[config.mk]
export PLATFORM = sky130hd
export DESIGN_NAME = instr_fetch_unit
export DESIGN_NICKNAME = d
export VERILOG_FILES = /design/src/rtl/fetch_pkg.sv /design/src/rtl/fetch_fifo.sv /design/src/rtl/instr_fetch_unit.sv
export SDC_FILE = /design/constraint.sdc
export NUM_CORES = 1
export LEC_CHECK = 0
export BUFFER_PORTS_ARGS = -buffer_cell sky130_fd_sc_hd__buf_2
export CORE_MARGIN = 1.5
export CORE_UTILIZATION = 40
export DETAILED_ROUTE_END_ITERATION = 8
export PLACE_DENSITY = 0.64
export SYNTH_ARGS = -nofsm -noshare
export SYNTH_HDL_FRONTEND = slang
export SYNTH_SLANG_ARGS = --single-unit
[constraint.sdc]
create_clock -name clk -period 4.5 [get_ports clk]
set_clock_uncertainty 0.05 [all_clocks]
set_input_delay 1.125 -clock clk [delete_from_list [all_inputs] [get_ports clk]]
set_output_delay 1.125 -clock clk [all_outputs]
set_load 0.02 [all_outputs]
[src/rtl/fetch_pkg.sv]
// Shared types and constants for the instruction fetch unit and its output queue.
package fetch_pkg;

  localparam int PC_W    = 32;
  localparam int INSTR_W = 32;
  localparam logic [PC_W-1:0] PC_STEP = 32'd4;

  typedef struct packed {
    logic [PC_W-1:0]    pc;
    logic [INSTR_W-1:0] instr;
  } fetch_entry_t;

  // Branch targets are word addresses; the low two bits are ignored.
  function automatic logic [PC_W-1:0] align_pc(input logic [PC_W-1:0] addr);
    return {addr[PC_W-1:2], 2'b00};
  endfunction

endpackage

[src/rtl/fetch_fifo.sv]
// Power-of-two circular queue of fetched {pc, instr} entries with a synchronous clear.
module fetch_fifo
  import fetch_pkg::*;
#(
  parameter int DEPTH = 2,
  localparam int PTR_W = $clog2(DEPTH),
  localparam int CNT_W = PTR_W + 1
) (
  input  logic             clk,
  input  logic             rst,
  input  logic             clear,
  input  logic             push,
  input  fetch_entry_t     push_data,
  input  logic             pop,
  output fetch_entry_t     head,
  output logic [CNT_W-1:0] count
);

  fetch_entry_t     r_mem [DEPTH];
  logic [PTR_W-1:0] r_wr_ptr;
  logic [PTR_W-1:0] r_rd_ptr;
  logic [CNT_W-1:0] r_count;

  // Pointer and occupancy tracking; clear wins over a simultaneous push/pop.
  always_ff @(posedge clk) begin
    if (rst || clear) begin
      r_wr_ptr <= '0;
      r_rd_ptr <= '0;
      r_count  <= '0;
    end else begin
      if (push) begin
        r_wr_ptr <= r_wr_ptr + 1'b1;
      end
      if (pop) begin
        r_rd_ptr <= r_rd_ptr + 1'b1;
      end
      case ({push, pop})
        2'b10:   r_count <= r_count + 1'b1;
        2'b01:   r_count <= r_count - 1'b1;
        default: r_count <= r_count;
      endcase
    end
  end

  // Storage array; contents are meaningless while count is zero.
  always_ff @(posedge clk) begin
    if (push && !rst && !clear) begin
      r_mem[r_wr_ptr] <= push_data;
    end
  end

  assign head  = r_mem[r_rd_ptr];
  assign count = r_count;

endmodule

[src/rtl/instr_fetch_unit.sv]
// Sequential instruction fetcher: one-cycle memory, epoch-tagged in-flight request, output queue.
module instr_fetch_unit
  import fetch_pkg::*;
#(
  parameter logic [31:0] RESET_PC = 32'h0000_0000,
  parameter int          DEPTH    = 2
) (
  input  logic        clk,
  input  logic        rst,
  output logic        imem_rd_en,
  output logic [31:0] imem_addr,
  input  logic [31:0] imem_rdata,
  input  logic        redirect,
  input  logic [31:0] redirect_pc,
  output logic        if_valid,
  input  logic        if_ready,
  output logic [31:0] if_instr,
  output logic [31:0] if_pc
);

  localparam int CNT_W = $clog2(DEPTH) + 1;
  localparam logic [CNT_W-1:0] DEPTH_C = CNT_W'(DEPTH);

  logic [PC_W-1:0]  r_pc;
  logic [PC_W-1:0]  r_inflight_pc;
  logic             r_inflight;
  logic             r_inflight_epoch;
  logic             r_epoch;

  logic [CNT_W-1:0] w_count;
  logic [CNT_W-1:0] w_occupancy;
  fetch_entry_t     w_head;
  fetch_entry_t     w_push_data;
  logic             w_pop;
  logic             w_push;
  logic             w_issue;

  assign if_valid    = (w_count != '0) && !rst;
  assign w_pop       = if_valid && if_ready;
  assign w_occupancy = w_count + {{(CNT_W-1){1'b0}}, r_inflight};

  // A slot is reserved for every in-flight request, so the queue can never overflow.
  assign w_issue = !rst && !redirect &&
                   ((w_occupancy < DEPTH_C) || ((w_occupancy == DEPTH_C) && w_pop));

  assign w_push      = r_inflight && (r_inflight_epoch == r_epoch) && !redirect && !rst;
  assign w_push_data = '{pc: r_inflight_pc, instr: imem_rdata};

  assign imem_rd_en = w_issue;
  assign imem_addr  = r_pc;
  assign if_instr   = w_head.instr;
  assign if_pc      = w_head.pc;

  // PC, in-flight and epoch state; redirect overrides issue and increment.
  always_ff @(posedge clk) begin
    if (rst) begin
      r_pc             <= RESET_PC;
      r_inflight       <= 1'b0;
      r_inflight_pc    <= '0;
      r_inflight_epoch <= 1'b0;
      r_epoch          <= 1'b0;
    end else if (redirect) begin
      r_pc       <= align_pc(redirect_pc);
      r_epoch    <= ~r_epoch;
      r_inflight <= 1'b0;
    end else begin
      r_inflight <= w_issue;
      if (w_issue) begin
        r_pc             <= r_pc + PC_STEP;
        r_inflight_pc    <= r_pc;
        r_inflight_epoch <= r_epoch;
      end
    end
  end

  fetch_fifo #(.DEPTH(DEPTH)) u_fifo (
    .clk       (clk),
    .rst       (rst),
    .clear     (redirect),
    .push      (w_push),
    .push_data (w_push_data),
    .pop       (w_pop),
    .head      (w_head),
    .count     (w_count)
  );

endmodule

==> results.sh, run 1 <==
export IMPL_num_antenna_cells=0
export IMPL_ys_ff_latch=192
export IMPL_layout_drive_gt1_share_pct=36.4
export IMPL_h_tree_depth=4
export IMPL_hold_path_class="reg2reg"
export IMPL_grt_max_degree=67
export IMPL_relSlewSlack_pct=43.0
export IMPL_gr_total_overflow=0
export IMPL_rsz0062_at_grt="false"
export IMPL_rr_endpoint="imem_addr[10]$_SDFFE_PP0P_"
export IMPL_startpoint="rst"
export IMPL_ys_seq_area_share_pct=65.7
export IMPL_power_switching_mw=0.811
export IMPL_start_util_pct=41.1
export IMPL_final_area_um2=9400
export IMPL_max_freq_mhz=279
export IMPL_intPower_mw=2.86
export IMPL_crit_chain="buf_2 > and4bb_2 > o22a_1 > nand2_1 > inv_2 > buf_2"
export IMPL_worst_hold_path_num_cells=0
export IMPL_fp_dieH_um=142
export IMPL_cts_setup_buffers=0
export IMPL_yosys_warnings=0
export IMPL_final_cell_mix="buf_2, edfxtp_1, nand2_1"
export IMPL_power_share_clock_pct=40.8
export IMPL_coreArea_um2=18800
export IMPL_synth_main_ff_cell="edfxtp_1"
export IMPL_critPathKind="in2out"
export IMPL_fin_nets=811
export IMPL_final_hold_viol_count=0
export IMPL_syn_area_um2=7730
export IMPL_cts_tree="done"
export IMPL_holdWs_ns=0.407
export IMPL_ir_drop_mv=0.273
export IMPL_routedWlPerCell_um=16.7
export IMPL_tightest_slew_ns=0.856
export IMPL_slowest_delay_ns=0.43
export IMPL_dr_first_iter_drc_count=353
export IMPL_min_to="u_fifo.r_mem[0][60]$_DFFE_PP_"
export IMPL_finalCritPeriodShare_pct=79.7
export IMPL_vias_per_cell=5.09
export IMPL_synth_edff_count=124
export IMPL_rr_startpoint="u_fifo.count[0]$_SDFFE_PP0P_"
export IMPL_grt_pass1_vias=5049
export IMPL_cap_violations=0
export IMPL_r2r_slack_ns=1.95
export IMPL_drt_pass1_iterations=5
export IMPL_clkLatencyLatePin_ns=0.42
export IMPL_pwr_share_seq_pct=53.4
export IMPL_slew_violations=0
export IMPL_place_congestion=0.891
export IMPL_ys_types=50
export IMPL_swShare_pct=22.1
export IMPL_fin_setup_tns_ns=0
export IMPL_io_buffers=159
export IMPL_num_rows=50
export IMPL_layout_commonest_cell="buf_2"
export IMPL_outcome="complete, no violations"
export IMPL_hold_start="r_inflight_pc[28]$_SDFFE_PP0P_"
export IMPL_cts_sinks=192
export IMPL_grt_pass1_wl_um=26400
export IMPL_synth_async_reset_ratio_pct=0
export IMPL_cp_required_ns=3.32
export IMPL_clkSlewWorstSetupHoldPaths_ns=0.07
export IMPL_dr_total_vias=5160
export IMPL_synthCells=588
export IMPL_setup_viol=0
export IMPL_cpMostUsedCell="buf_2"
export IMPL_die_area_um2=20200
export IMPL_worstSetupStartpointType="input pin"
export IMPL_power_density_nw_per_um2=390
export IMPL_cp_slowest_cell="o22a_1"
export IMPL_rr_worst_depth=8
export IMPL_drc=0
export IMPL_pwr_share_comb_pct=5.8
export IMPL_p_total_mw=3.67
export IMPL_antenna_found_initial=0
export IMPL_cp_arrival_ns=2.41
export IMPL_clockBufferDepth=2
export IMPL_avgSynthCellArea_um2=13.2
export IMPL_cts_buffers=17
export IMPL_dpl_instance_area_um2=8800
export IMPL_die_width_um=142
export IMPL_track_usage_pct=16.9
export IMPL_worstSetupEndpointType="output port"
export IMPL_cts_resized=0
export IMPL_cts_root_buffer="clkbuf_16"
export IMPL_min_period_ns=3.59
export IMPL_hold_buffers=0
export IMPL_ant_nets=0
export IMPL_io_pins=166
export IMPL_wl_um=16900
export IMPL_areaGrowthSynthToFinish_pct=21.5
export IMPL_crit_path_max_fanout=11
export IMPL_dp_hpwl_um=11100
export IMPL_p_leak_nw=3.52
[kinds of logic (layout without fill, tap and decap cells)]
group	count (synthesis)	in the layout	synth area share, %
AOI/OAI and AO/OA	66	66	5.44
xor gates and xnor gates	28	28	3.17
adders and majority gates	3	3	0.485
buffers and inverters	45	207	2.65
DFF	192	192	65.7
muxes	65	65	9.43
other	1	4	0.0485
and+or+nand+nor	188	188	13.0
[power groups by stage]
stage,sequential (mW),clock [mW],combinational (mW)
6_report,1.96,1.50,0.212
5_1_grt,1.96,1.60,0.230
4_1_cts,1.96,1.54,0.213
3_5_place_dp,2.00,0,0.212
3_3_place_gp,2.00,0,0.206
2_1_floorplan,2.01,0,0.109
[Yosys cell counts, drive strengths merged (2+ instances only)]
cell	number	area share (%)
nor3	6	0.52
o22ai	11	0.97
and4	3	0.34
ha	3	0.49
nand2b	3	0.24
dfxtp	68	18
and3	2	0.16
xor2	12	1.4
inv	8	0.39
a211oi	14	1.4
nor4	8	1.1
a31oi	10	0.81
nand4	17	1.5
and2	10	0.81
nand3	11	0.78
a311oi	2	0.23
nand2	71	3.5
buf	9	0.91
or3	4	0.32
o211ai	2	0.19
nand3b	20	1.9
mux2i	2	0.26
xnor2	16	1.8
edfxtp	124	48
o21ai	8	0.52
clkbuf	27	1.3
mux2	63	9.2
nor2	28	1.4
or2	2	0.16
a21oi	16	1.0
[worst max-delay path by stage]
| stage | cells past startpoint | slack (ns) | endpoint |
|---|---|---|---|
| 2_1_floorplan | 3 | -0.18 | u_fifo.r_mem[0][0]$_DFFE_PP_ |
| 3_3_place_gp | 6 | 0.93 | imem_rd_en |
| 3_5_place_dp | 6 | 0.91 | imem_rd_en |
| 4_1_cts | 6 | 0.91 | imem_rd_en |
| 5_1_grt | 6 | 0.83 | imem_rd_en |
| 6_report | 6 | 0.91 | imem_rd_en |
[critical path, delay by kind of cell]
| family | cells | cell delay [ns] |
|---|---|---|
| buffers and inverters | 3 | 0.36 |
| AOI/OAI and AO/OA | 1 | 0.43 |
| and+or+nand+nor | 2 | 0.49 |
[area by class of cell]
| cell class | count | area (um^2) |
|---|---|---|
| Clock buffer | 21 | 504 |
| Clock inverter | 11 | 95.1 |
| Fill cell | 1676 | 9430 |
| Inverter | 9 | 33.8 |
| Multi-Input combinational cell | 354 | 2470 |
| Sequential cell | 192 | 5090 |
| Tap cell | 260 | 325 |
| Timing Repair Buffer | 166 | 886 |
[routing by layer]
| metal | track usage [%] | share of wire [%] |
|---|---|---|
| met5 | 0 | 0 |
| met4 | 6.02 | 1.4 |
| met3 | 3.60 | 6.4 |
| met2 | 28.1 | 48 |
| met1 | 22.0 | 44 |
[through the flow]
step / worst slack (ns) / instances / utilization [%]
finish: 0.912 / 1013 / 49.9
global route: 0.828 / 1013 / 49.9
CTS: 0.910 / 1013 / 49.9
detailed placement: 0.910 / 981 / 46.7
global placement: 0.927 / 981 / 46.7
floorplan: -0.179 / 591 / -
[state kept, by name (all words and copies together), names as in the netlist, named ones only]
register,count
u_fifo.r_mem,124
imem_addr,30
r_inflight_pc,30
u_fifo.count,2
r_epoch,1
r_inflight,1
r_inflight_epoch,1
u_fifo.r_rd_ptr,1
u_fifo.r_wr_ptr,1
Note: power is estimated with default switching activity, not from simulation.
==> run 2: changes to the inputs <==
Clock period 4.5 ns to 2.9 ns, I/O delays scaled along.
==> run 2 against run 1 <==
Combinational power up 57%. Utilization up 0.31 points. Power increased by 57%. Register-to-register slack got worse by 1.2 ns. Clock-buffer cell count fell by 4. Sequential power grew 55%. Clock power is 60% higher. Via count fell by 0.60%. Largest cell class unchanged.
==> results.sh, run 2 (synthesis results as in run 1) <==
export IMPL_outcome="complete, no violations"
export IMPL_place_congestion=0.903
export IMPL_layout_drive_gt1_share_pct=37.5
export IMPL_fp_dieH_um=142
export IMPL_areaGrowthSynthToFinish_pct=22.3
export IMPL_cp_arrival_ns=1.97
export IMPL_cts_setup_buffers=0
export IMPL_cts_sinks=192
export IMPL_ir_drop_mv=0.410
export IMPL_layout_commonest_cell="buf_2"
export IMPL_r2r_slack_ns=0.72
export IMPL_cp_slowest_cell="dfxtp_2"
export IMPL_power_density_nw_per_um2=610
export IMPL_clkLatencyLatePin_ns=0.43
export IMPL_min_period_ns=2.75
export IMPL_worstSetupEndpointType="output port"
export IMPL_cts_buffers=17
export IMPL_routedWlPerCell_um=16.5
export IMPL_final_hold_viol_count=0
export IMPL_worst_slack_ns=0.150
export IMPL_slew_violations=0
export IMPL_cap_violations=0
export IMPL_rsz0062_at_grt="false"
export IMPL_dp_hpwl_um=11200
export IMPL_largest_reg_flops=124
export IMPL_hold_buffers=0
export IMPL_crit_path_max_fanout=5
export IMPL_io_buffers=159
export IMPL_hold_path_class="reg2reg"
export IMPL_swShare_pct=23.5
export IMPL_wl_met1_um=7750
export IMPL_power_switching_mw=1.36
export IMPL_p_leak_nw=3.57
export IMPL_critPathKind="reg2out"
export IMPL_coreArea_um2=18800
export IMPL_dr_total_vias=5129
export IMPL_vias_per_cell=5.03
export IMPL_cts_tree="done"
export IMPL_antenna_found_initial=1
export IMPL_start_util_pct=41.1
export IMPL_dp_slack_ns=0.323
export IMPL_fill_cells=1676
export IMPL_num_rows=50
export IMPL_drt_pass1_iterations=4
export IMPL_finalCritPeriodShare_pct=94.8
export IMPL_pwr_share_comb_pct=5.8
export IMPL_setup_viol=0
export IMPL_fin_setup_tns_ns=0
export IMPL_relSlewSlack_pct=58.1
export IMPL_cp_required_ns=2.12
export IMPL_wl_met2_um=7880
export IMPL_tightest_slew_ns=0.626
export IMPL_track_usage_pct=16.9
export IMPL_holdWs_ns=0.405
export IMPL_grt_pass1_wl_um=26400
export IMPL_final_cell_mix="buf_2, edfxtp_1, nand2_1"
export IMPL_max_freq_mhz=364
export IMPL_crit_family="simple AND/OR/NAND/NOR gates"
export IMPL_fin_nets=817
export IMPL_clkSlewWorstSetupHoldPaths_ns=0.08
export IMPL_dr_first_iter_drc_count=273
export IMPL_die_width_um=142
export IMPL_clockBufferDepth=2
export IMPL_intPower_mw=4.42
export IMPL_ant_nets=0
export IMPL_cts_resized=0
export IMPL_grt_pass1_vias=5111
export IMPL_pwr_share_seq_pct=52.6
export IMPL_gr_total_overflow=0
export IMPL_crit_buf_inv=2
export IMPL_worstSetupStartpointType="flip-flop"
export IMPL_crit_chain="ha_1 > and4bb_2 > o22a_1 > nand2_1 > inv_2 > buf_2"
export IMPL_power_share_clock_pct=41.6
export IMPL_grt_max_degree=63
export IMPL_io_pins=166
export IMPL_die_area_um2=20200
export IMPL_met3_length_um=984
export IMPL_slowest_delay_ns=0.35
export IMPL_drc=0
export IMPL_top_register="u_fifo.r_mem"
export IMPL_cts_root_buffer="clkbuf_16"
export IMPL_h_tree_depth=4
export IMPL_top_layer="met4"
export IMPL_wl_um=16900
-- run 2: changes by cell type in the layout (fill, tap and decap cells not counted), moves of 3 or more --
| cell | delta |
|---|---|
| buf_4 | +6 |
| clkinv_1 | -3 |
| clkbuf_16 | -3 |
| inv_8 | +4 |
| inv_6 | +5 |
| clkinvlp_4 | -3 |
-- run 2: through the flow --
stage          cell area, um^2  total power, mW  instances  utilization, %
2_1_floorplan             7750             3.28        591               -
3_3_place_gp              8850             3.42        987            47.0
3_5_place_dp              8850             3.43        987            47.0
4_1_cts                   9460             5.84       1019            50.2
5_1_grt                   9460             5.98       1019            50.2
6_report                  9460             5.77       1020            50.2
-- run 2: worst paths after layout --
check / start / endpoint / cells after the start
setup / recovery: u_fifo.count[0]$_SDFFE_PP0P_ / imem_rd_en / 6
hold / removal: r_inflight_pc[8]$_SDFFE_PP0P_ / u_fifo.r_mem[1][40]$_DFFE_PP_ / 0
setup reg to reg: u_fifo.count[0]$_SDFFE_PP0P_ / imem_addr[9]$_SDFFE_PP0P_ / 7
hold reg to reg: r_inflight_pc[8]$_SDFFE_PP0P_ / u_fifo.r_mem[1][40]$_DFFE_PP_ / 0
-- run 2: power by group through the flow --
stage	logic, mW	registers, mW	clock network [mW]
after floorplan	0.170	3.11	0
after global placement	0.326	3.10	0
after detailed placement	0.332	3.10	0
after CTS	0.334	3.04	2.47
after global routing	0.361	3.05	2.57
final	0.332	3.04	2.40
-- run 2: cell type report --
type / count / area [um^2] / share of cell area [%]
timing repair buffer: 172 / 931 / 9.84
sequential: 192 / 5090 / 53.8
clock buffer: 17 / 425 / 4.50
inverter: 9 / 33.8 / 0.357
clock inverter: 15 / 184 / 1.94
antenna: 1 / 2.50 / 0.0265
multi-input combinational: 354 / 2470 / 26.1
tap: 260 / 325 / 3.44
-- run 2: routing by layer --
metal,vias up,track usage [%]
met3,16,4.14
met5,-,0
met4,0,6.67
met2,162,27.6
met1,2477,21.8
li1,2474,-
